===== src/rtl/jtag_tap_dreg_bank.sv =====
// jtag_tap_dreg_bank
//   Data-register bank behind a JTAG TAP controller: IDCODE, BYPASS and
//   NUM_USER user data registers (UDRs), plus the falling-edge TDO stage.
//   Every UDR commit is length-checked. An Update-DR that follows a wrong
//   number of Shift-DR cycles is dropped, and the UDR's sticky error flag
//   is set.
//
// Ports
//   tck                     TAP clock (only clock)
//   trst                    synchronous active-high reset, sampled on tck
//   tdi                     serial data in
//   state_*                 TAP FSM state decodes
//   latched_ir              current instruction
//   ir_tdo                  serial out of the IR shift register
//   user_capture_data       parallel capture values, UDR i at [i*DR_WIDTH +: DR_WIDTH]
//   user_select             one-hot UDR opcode decode
//   user_update_data        committed UDR values
//   user_update_valid       one-cycle commit pulse per UDR
//   user_len_err            sticky shift-length error per UDR
//   tdo, tdo_en             serial out and enable, updated on falling tck
module jtag_tap_dreg_bank #(
  parameter int                  IR_WIDTH     = 8,
  parameter int                  DR_WIDTH     = 16,
  parameter int                  NUM_USER     = 2,
  parameter logic [31:0]         IDCODE_VALUE = 32'h149511C3,
  parameter logic [IR_WIDTH-1:0] IDCODE_OP    = 8'h02,
  parameter logic [IR_WIDTH-1:0] USER_OP_BASE = 8'h10
) (
  input  logic                         tck,
  input  logic                         trst,
  input  logic                         tdi,
  input  logic                         state_test_logic_reset,
  input  logic                         state_capture_dr,
  input  logic                         state_shift_dr,
  input  logic                         state_update_dr,
  input  logic                         state_shift_ir,
  input  logic [IR_WIDTH-1:0]          latched_ir,
  input  logic                         ir_tdo,
  input  logic [NUM_USER*DR_WIDTH-1:0] user_capture_data,
  output logic [NUM_USER-1:0]          user_select,
  output logic [NUM_USER*DR_WIDTH-1:0] user_update_data,
  output logic [NUM_USER-1:0]          user_update_valid,
  output logic [NUM_USER-1:0]          user_len_err,
  output logic                         tdo,
  output logic                         tdo_en
);

  // The counter must reach DR_WIDTH+1 so that an overshoot can be told
  // apart from an exact-length shift.
  localparam int                CNT_W    = $clog2(DR_WIDTH + 2);
  localparam logic [CNT_W-1:0]  CNT_FULL = CNT_W'(DR_WIDTH);
  localparam logic [CNT_W-1:0]  CNT_SAT  = CNT_W'(DR_WIDTH + 1);

  logic [31:0]                  idcode_sr;
  logic                         bypass_sr;
  logic [DR_WIDTH-1:0]          udr_sr  [NUM_USER];
  logic [CNT_W-1:0]             bit_cnt [NUM_USER];
  logic [NUM_USER*DR_WIDTH-1:0] update_data_q;
  logic [NUM_USER-1:0]          update_valid_q;
  logic [NUM_USER-1:0]          len_err_q;

  logic                         idcode_sel;
  logic [NUM_USER-1:0]          user_sel;
  logic                         bypass_sel;
  logic                         tdo_mux;

  // Instruction decode. Anything that is neither IDCODE nor a UDR opcode
  // falls through to BYPASS.
  always_comb begin
    idcode_sel = (latched_ir == IDCODE_OP);
    user_sel   = '0;
    for (int i = 0; i < NUM_USER; i++) begin
      if (!idcode_sel && (latched_ir == IR_WIDTH'(USER_OP_BASE + IR_WIDTH'(i))))
        user_sel[i] = 1'b1;
    end
    bypass_sel = !idcode_sel && (user_sel == '0);
  end

  always_comb begin
    tdo_mux = bypass_sr;
    if (state_shift_ir) begin
      tdo_mux = ir_tdo;
    end else if (idcode_sel) begin
      tdo_mux = idcode_sr[0];
    end else begin
      for (int i = 0; i < NUM_USER; i++) begin
        if (user_sel[i]) tdo_mux = udr_sr[i][0];
      end
    end
  end

  always_ff @(posedge tck) begin
    if (trst) begin
      idcode_sr      <= IDCODE_VALUE;
      bypass_sr      <= 1'b0;
      update_data_q  <= '0;
      update_valid_q <= '0;
      len_err_q      <= '0;
      for (int i = 0; i < NUM_USER; i++) begin
        udr_sr[i]  <= '0;
        bit_cnt[i] <= '0;
      end
    end else if (state_test_logic_reset) begin
      // Same as trst, but committed data survives.
      idcode_sr      <= IDCODE_VALUE;
      bypass_sr      <= 1'b0;
      update_valid_q <= '0;
      len_err_q      <= '0;
      for (int i = 0; i < NUM_USER; i++) begin
        udr_sr[i]  <= '0;
        bit_cnt[i] <= '0;
      end
    end else begin
      update_valid_q <= '0;
      if (state_capture_dr) begin
        if (idcode_sel) idcode_sr <= IDCODE_VALUE;
        if (bypass_sel) bypass_sr <= 1'b0;
        for (int i = 0; i < NUM_USER; i++) begin
          if (user_sel[i]) begin
            udr_sr[i]  <= user_capture_data[i*DR_WIDTH +: DR_WIDTH];
            bit_cnt[i] <= '0;
          end
        end
      end else if (state_shift_dr) begin
        if (idcode_sel) idcode_sr <= {tdi, idcode_sr[31:1]};
        if (bypass_sel) bypass_sr <= tdi;
        for (int i = 0; i < NUM_USER; i++) begin
          if (user_sel[i]) begin
            udr_sr[i] <= {tdi, udr_sr[i][DR_WIDTH-1:1]};
            if (bit_cnt[i] != CNT_SAT) bit_cnt[i] <= bit_cnt[i] + CNT_W'(1);
          end
        end
      end else if (state_update_dr) begin
        for (int i = 0; i < NUM_USER; i++) begin
          if (user_sel[i]) begin
            if (bit_cnt[i] == CNT_FULL) begin
              update_data_q[i*DR_WIDTH +: DR_WIDTH] <= udr_sr[i];
              update_valid_q[i]                     <= 1'b1;
            end else begin
              len_err_q[i] <= 1'b1;
            end
          end
        end
      end
    end
  end

  // TDO changes on the falling edge so the host samples a stable bit on
  // the next rising edge.
  always_ff @(negedge tck) begin
    if (trst) begin
      tdo    <= 1'b0;
      tdo_en <= 1'b0;
    end else begin
      tdo    <= tdo_mux;
      tdo_en <= state_shift_dr | state_shift_ir;
    end
  end

  assign user_select       = user_sel;
  assign user_update_data  = update_data_q;
  assign user_update_valid = update_valid_q;
  assign user_len_err      = len_err_q;

endmodule

===== config.mk =====
export PLATFORM = sky130hd
export DESIGN_NAME = jtag_tap_dreg_bank
export DESIGN_NICKNAME = d
export VERILOG_FILES = /design/src/rtl/jtag_tap_dreg_bank.sv
export SDC_FILE = /design/constraint.sdc
export NUM_CORES = 1
export LEC_CHECK = 0
export ABC_AREA = 1
export ABC_CLOCK_PERIOD_IN_PS = 2400
export BUFFER_PORTS_ARGS = -buffer_cell sky130_fd_sc_hd__buf_4
export CAP_MARGIN = 20
export CORE_AREA = 2 2 130 132
export CTS_CLUSTER_DIAMETER = 100
export DETAILED_ROUTE_END_ITERATION = 10
export DIE_AREA = 0 0 132 134
export PLACE_DENSITY_LB_ADDON = 0.08
export SETUP_SLACK_MARGIN = 0.02
export SKIP_LAST_GASP = 1
export SLEW_MARGIN = 25
export SYNTH_ARGS = -nofsm -noshare
export SYNTH_HDL_FRONTEND = slang
export SYNTH_SLANG_ARGS = --single-unit

===== constraint.sdc =====
create_clock -name tck -period 2.4 [get_ports tck]
set_clock_uncertainty 0.2 [all_clocks]
set_input_delay 0.48 -clock tck [delete_from_list [all_inputs] [get_ports tck]]
set_output_delay 0.48 -clock tck [all_outputs]
set_load 0.05 [all_outputs]

After elaboration in Yosys (flattened, before gate mapping)
Memory sizes are Yosys's and may differ from the RTL's.
Cells that the tools add are included.
{"block": "op_classes", "add_sub_neg": 2, "eq_ne": 7, "bitwise": 21, "reduce_logical": 15, "n_mux": 67}
{"op": "$mux W32", "n": 4}
{"op": "$mux W16", "n": 6}
{"op": "$mux W1", "n": 51}
{"op": "$mux W5", "n": 6}
{"op": "$eq A8 B5 Y1 const B", "n": 2}
{"op": "$or A1 B1 Y1", "n": 13}
{"op": "$reduce_and A6 Y1", "n": 2}
{"op": "$reduce_or A6 Y1", "n": 2}
{"op": "$add A5 B1 Y5 const B", "n": 2}
{"op": "$eq A5 B5 Y1 const B", "n": 2}
{"op": "$ne A5 B5 Y1 const B", "n": 2}
{"op": "$reduce_and A5 Y1", "n": 2}
{"op": "$eq A8 B2 Y1 const B", "n": 1}
{"op": "$not A1 Y1", "n": 8}
{"op": "$reduce_and A2 Y1", "n": 2}
{"op": "$logic_and A1 B1 Y1", "n": 3}
{"op": "$logic_not A2 Y1", "n": 1}
{"op": "$reduce_bool A2 Y1", "n": 1}
{"op": "$reduce_or A2 Y1", "n": 1}
{"op": "$logic_not A1 Y1", "n": 1}
{"block": "totals", "wordCells": 124, "input_bits": 49, "regBits": 71, "ram_bits": 42, "n_memories": 2, "out_inout_bits": 40}
{"name": "udr_sr", "words": 2, "width": 16, "rd": 2, "rd_clocked_by_memory_dff": 0, "wr": 2, "line_no": "56", "text": "logic [DR_WIDTH-1:0] udr_sr [NUM_USER];"}
{"name": "bit_cnt", "words": 2, "width": 5, "rd": 2, "rd_clocked_by_memory_dff": 0, "wr": 2, "line_no": "57", "text": "logic [CNT_W-1:0] bit_cnt [NUM_USER];"}

Longest topological paths before layout
{"block": "depth", "depth_word": 11, "depth_mapped": 10, "ltp_nobuf": 9}

==> results.json <==
{
  "hold_viol": 0,
  "path_cells": "buf_8",
  "antenna_found_initial": 0,
  "first_iter_violations": 206,
  "avgSynthCellArea_um2": 8.50,
  "ys_types": 27,
  "violations": "setup timing",
  "drv_cap": 0,
  "fin_nets": 717,
  "viasPerCell": 4.49,
  "clock_latency_ps": 410,
  "cts_buffers": 17,
  "mostFrequentLayoutCells": "buf_4, nand2_1, nand3_1",
  "ys.flop_type": "dfxtp_1",
  "power_leakage_nw": 2.79,
  "crit_fanout": 1,
  "routed_wl_um": 12500,
  "finalWeightedCongestion": 0.763,
  "ys_async_sr_fraction_pct": 0,
  "synth_seq_cells": 113,
  "cts_tree": "built",
  "hpwl_um": 8380,
  "cts.sinks": 113,
  "cts_root_buf": "clkbuf_16",
  "critPathBufInv": 1,
  "path_class": "reg -> out",
  "critPathLaunchType": "flip-flop",
  "netlist_area_um2": 4790,
  "holdWs_ps": 165,
  "fillers": 1673,
  "p_sw_mw": 1.04,
  "syn_to_final_growth_pct": 35.9,
  "coreArea_um2": 16300,
  "setup.worst_path.end_class": "output port",
  "grtUsageMet3_pct": 3.67,
  "diodes": 0,
  "synth_warnings": 0,
  "die_w_um": 132,
  "cp.arrival_ps": 2130,
  "drc": 0,
  "status": "complete, but fails checks",
  "ant_nets": 0,
  "synth_fp_nets": 618,
  "drive_gt1_share_pct": 26.1,
  "crit_slowest_cell": "dfxtp_4",
  "grt_use_met2_pct": 24.1,
  "synth_edf_count": 42,
  "synth_cells": 563,
  "top_usage_layer": "met2",
  "hold_path.class": "in -> reg",
  "pin_count": 89,
  "final_core_util_pct": 39.9,
  "cts_setup_buffers": 0,
  "slew-limit-headroom_pct": 55.9,
  "numPortBuffers": 88,
  "overflow": 0,
  "cp_top_family": "flip-flops",
  "avgRoutedWirePerCell_um": 14.0,
  "final_common_cell": "buf_4",
  "slew_viol_final": 0,
  "clkTransAtPathRegs_ps": 60,
  "num_rows": 47,
  "cpPeakStageDelay_ps": 360,
  "power_density_nw_per_um2": 767,
  "drt_pass1_iterations": 5,
  "cts_buffer_depth": 2,
  "vias": 4017,
  "met1_usage_pct": 18.7,
  "p_clk_share_pct": 54.5,
  "die_area_um2": 17700,
  "start_util_pct": 29.4,
  "swShare_pct": 20.8,
  "setup_viol": 2,
  "cp_data_required_time_ps": 1720,
  "p_seq_share_pct": 40.9,
  "yosysSeqAreaShare_pct": 56.0,
  "p_comb_share_pct": 4.6,
  "grt_max_degree": 36,
  "worst_slack_ps": -412,
  "grtUsageTotal_pct": 14.9,
  "peakVddDrop_v": 0.000455,
  "grt_pass1_wl_um": 20500,
  "h-tree-depth": 4,
  "rsz0062_at_grt": "true",
  "grt_pass1_vias": 4026,
  "p_int_mw": 3.95,
  "worst_pin_slew_ps": 660,
  "die_h_um": 134
}
-- path summary, 6_finish.rpt --
kind | start | to | slack [ps] | cells past startpoint
setup / recovery | tdo | tdo | -410 | 1
hold / removal | user_capture_data[9] | udr_sr[0][9] | 170 | 3
setup reg to reg | udr_sr[0][0] | tdo | 80 | 4
hold reg to reg | idcode_sr[5] | idcode_sr[5] | 260 | 2
-- layer usage --
metal | vias to the layer above | wire (µm)
met5 | - | 0
met2 | 80 | 5920
met3 | 17 | 485
met1 | 1864 | 5890
met4 | 0 | 233
li1 | 2056 | -
-- kinds of logic after synthesis --
group / count (synthesis) / synth area share [%]
AOI/OAI and AO/OA: 74 / 8.10
DFF: 113 / 56.0
buffers and inverters: 78 / 7.00
xor gates and xnor gates: 6 / 1.10
adders and majority gates: 6 / 1.57
and+or+nand+nor: 286 / 26.2
-- timing repair --
action	4_1_cts	5_1_grt
gates resized for setup	6	0
hold buffers	0	0
pin swaps	0	1
endpoints found under the setup margin	2	3
-- power groups by stage --
| stage | Sequential [mW] | Combinational, mW | Clock, mW |
|---|---|---|---|
| final | 2.04 | 0.232 | 2.72 |
| after global routing | 2.04 | 0.254 | 2.88 |
| after CTS | 2.04 | 0.236 | 2.78 |
| after detailed placement | 2.08 | 0.232 | 0.00783 |
| after global placement | 2.08 | 0.232 | 0.00783 |
| after floorplan | 2.08 | 0.0963 | 0.00783 |
-- final cells by class --
type | count | area (µm²) | area share [%]
multi-input cells | 372 | 1820 | 27.9
well taps | 220 | 275 | 4.23
inverters | 47 | 199 | 3.06
clock inverters | 14 | 198 | 3.04
repair buffers | 109 | 896 | 13.8
flip-flops and latches | 113 | 2690 | 41.3
clock buffers | 20 | 437 | 6.71
-- cells in the mapped netlist, types with 3 or more instances --
cell	number	area share [%]
a21oi_1	25	2.6
buf_2	13	1.4
buf_4	5	0.78
clkbuf_1	9	0.71
dfxtp_1	71	30
edfxtp_1	42	26
ha_1	6	1.6
inv_1	39	3.1
inv_2	9	0.71
nand2_1	104	8.2
nand2_2	3	0.39
nand3_1	82	8.6
nor2_1	78	6.1
nor2_2	13	1.7
o21ai_0	18	1.9
o21ai_1	17	1.8
o22ai_1	12	1.6
xnor2_1	3	0.55
xor2_1	3	0.55
-- per-stage QoR --
| stage | instances | setup TNS, ps | setup WS, ps | area, µm² | power, mW |
|---|---|---|---|---|---|
| 2_1_floorplan | 563 | -223 | -156 | 4850 | 2.18 |
| 3_3_place_gp | 862 | -424 | -346 | 5860 | 2.32 |
| 3_5_place_dp | 862 | -448 | -367 | 5860 | 2.32 |
| 4_1_cts | 895 | -828 | -432 | 6510 | 5.05 |
| 5_1_grt | 895 | -887 | -451 | 6510 | 5.18 |
| 6_report | 895 | -791 | -412 | 6510 | 4.99 |
-- state kept, by name, summed over array words and instances, names as in the netlist --
| signal | flops |
|---|---|
| tdo | 1 |
| user_update_data | 32 |
| user_update_valid | 2 |
| user_len_err | 2 |
| bit_cnt | 10 |
| bypass_sr | 1 |
| tdo_en | 1 |
| udr_sr | 32 |
| idcode_sr | 32 |
(Power assumes the default switching activity.)
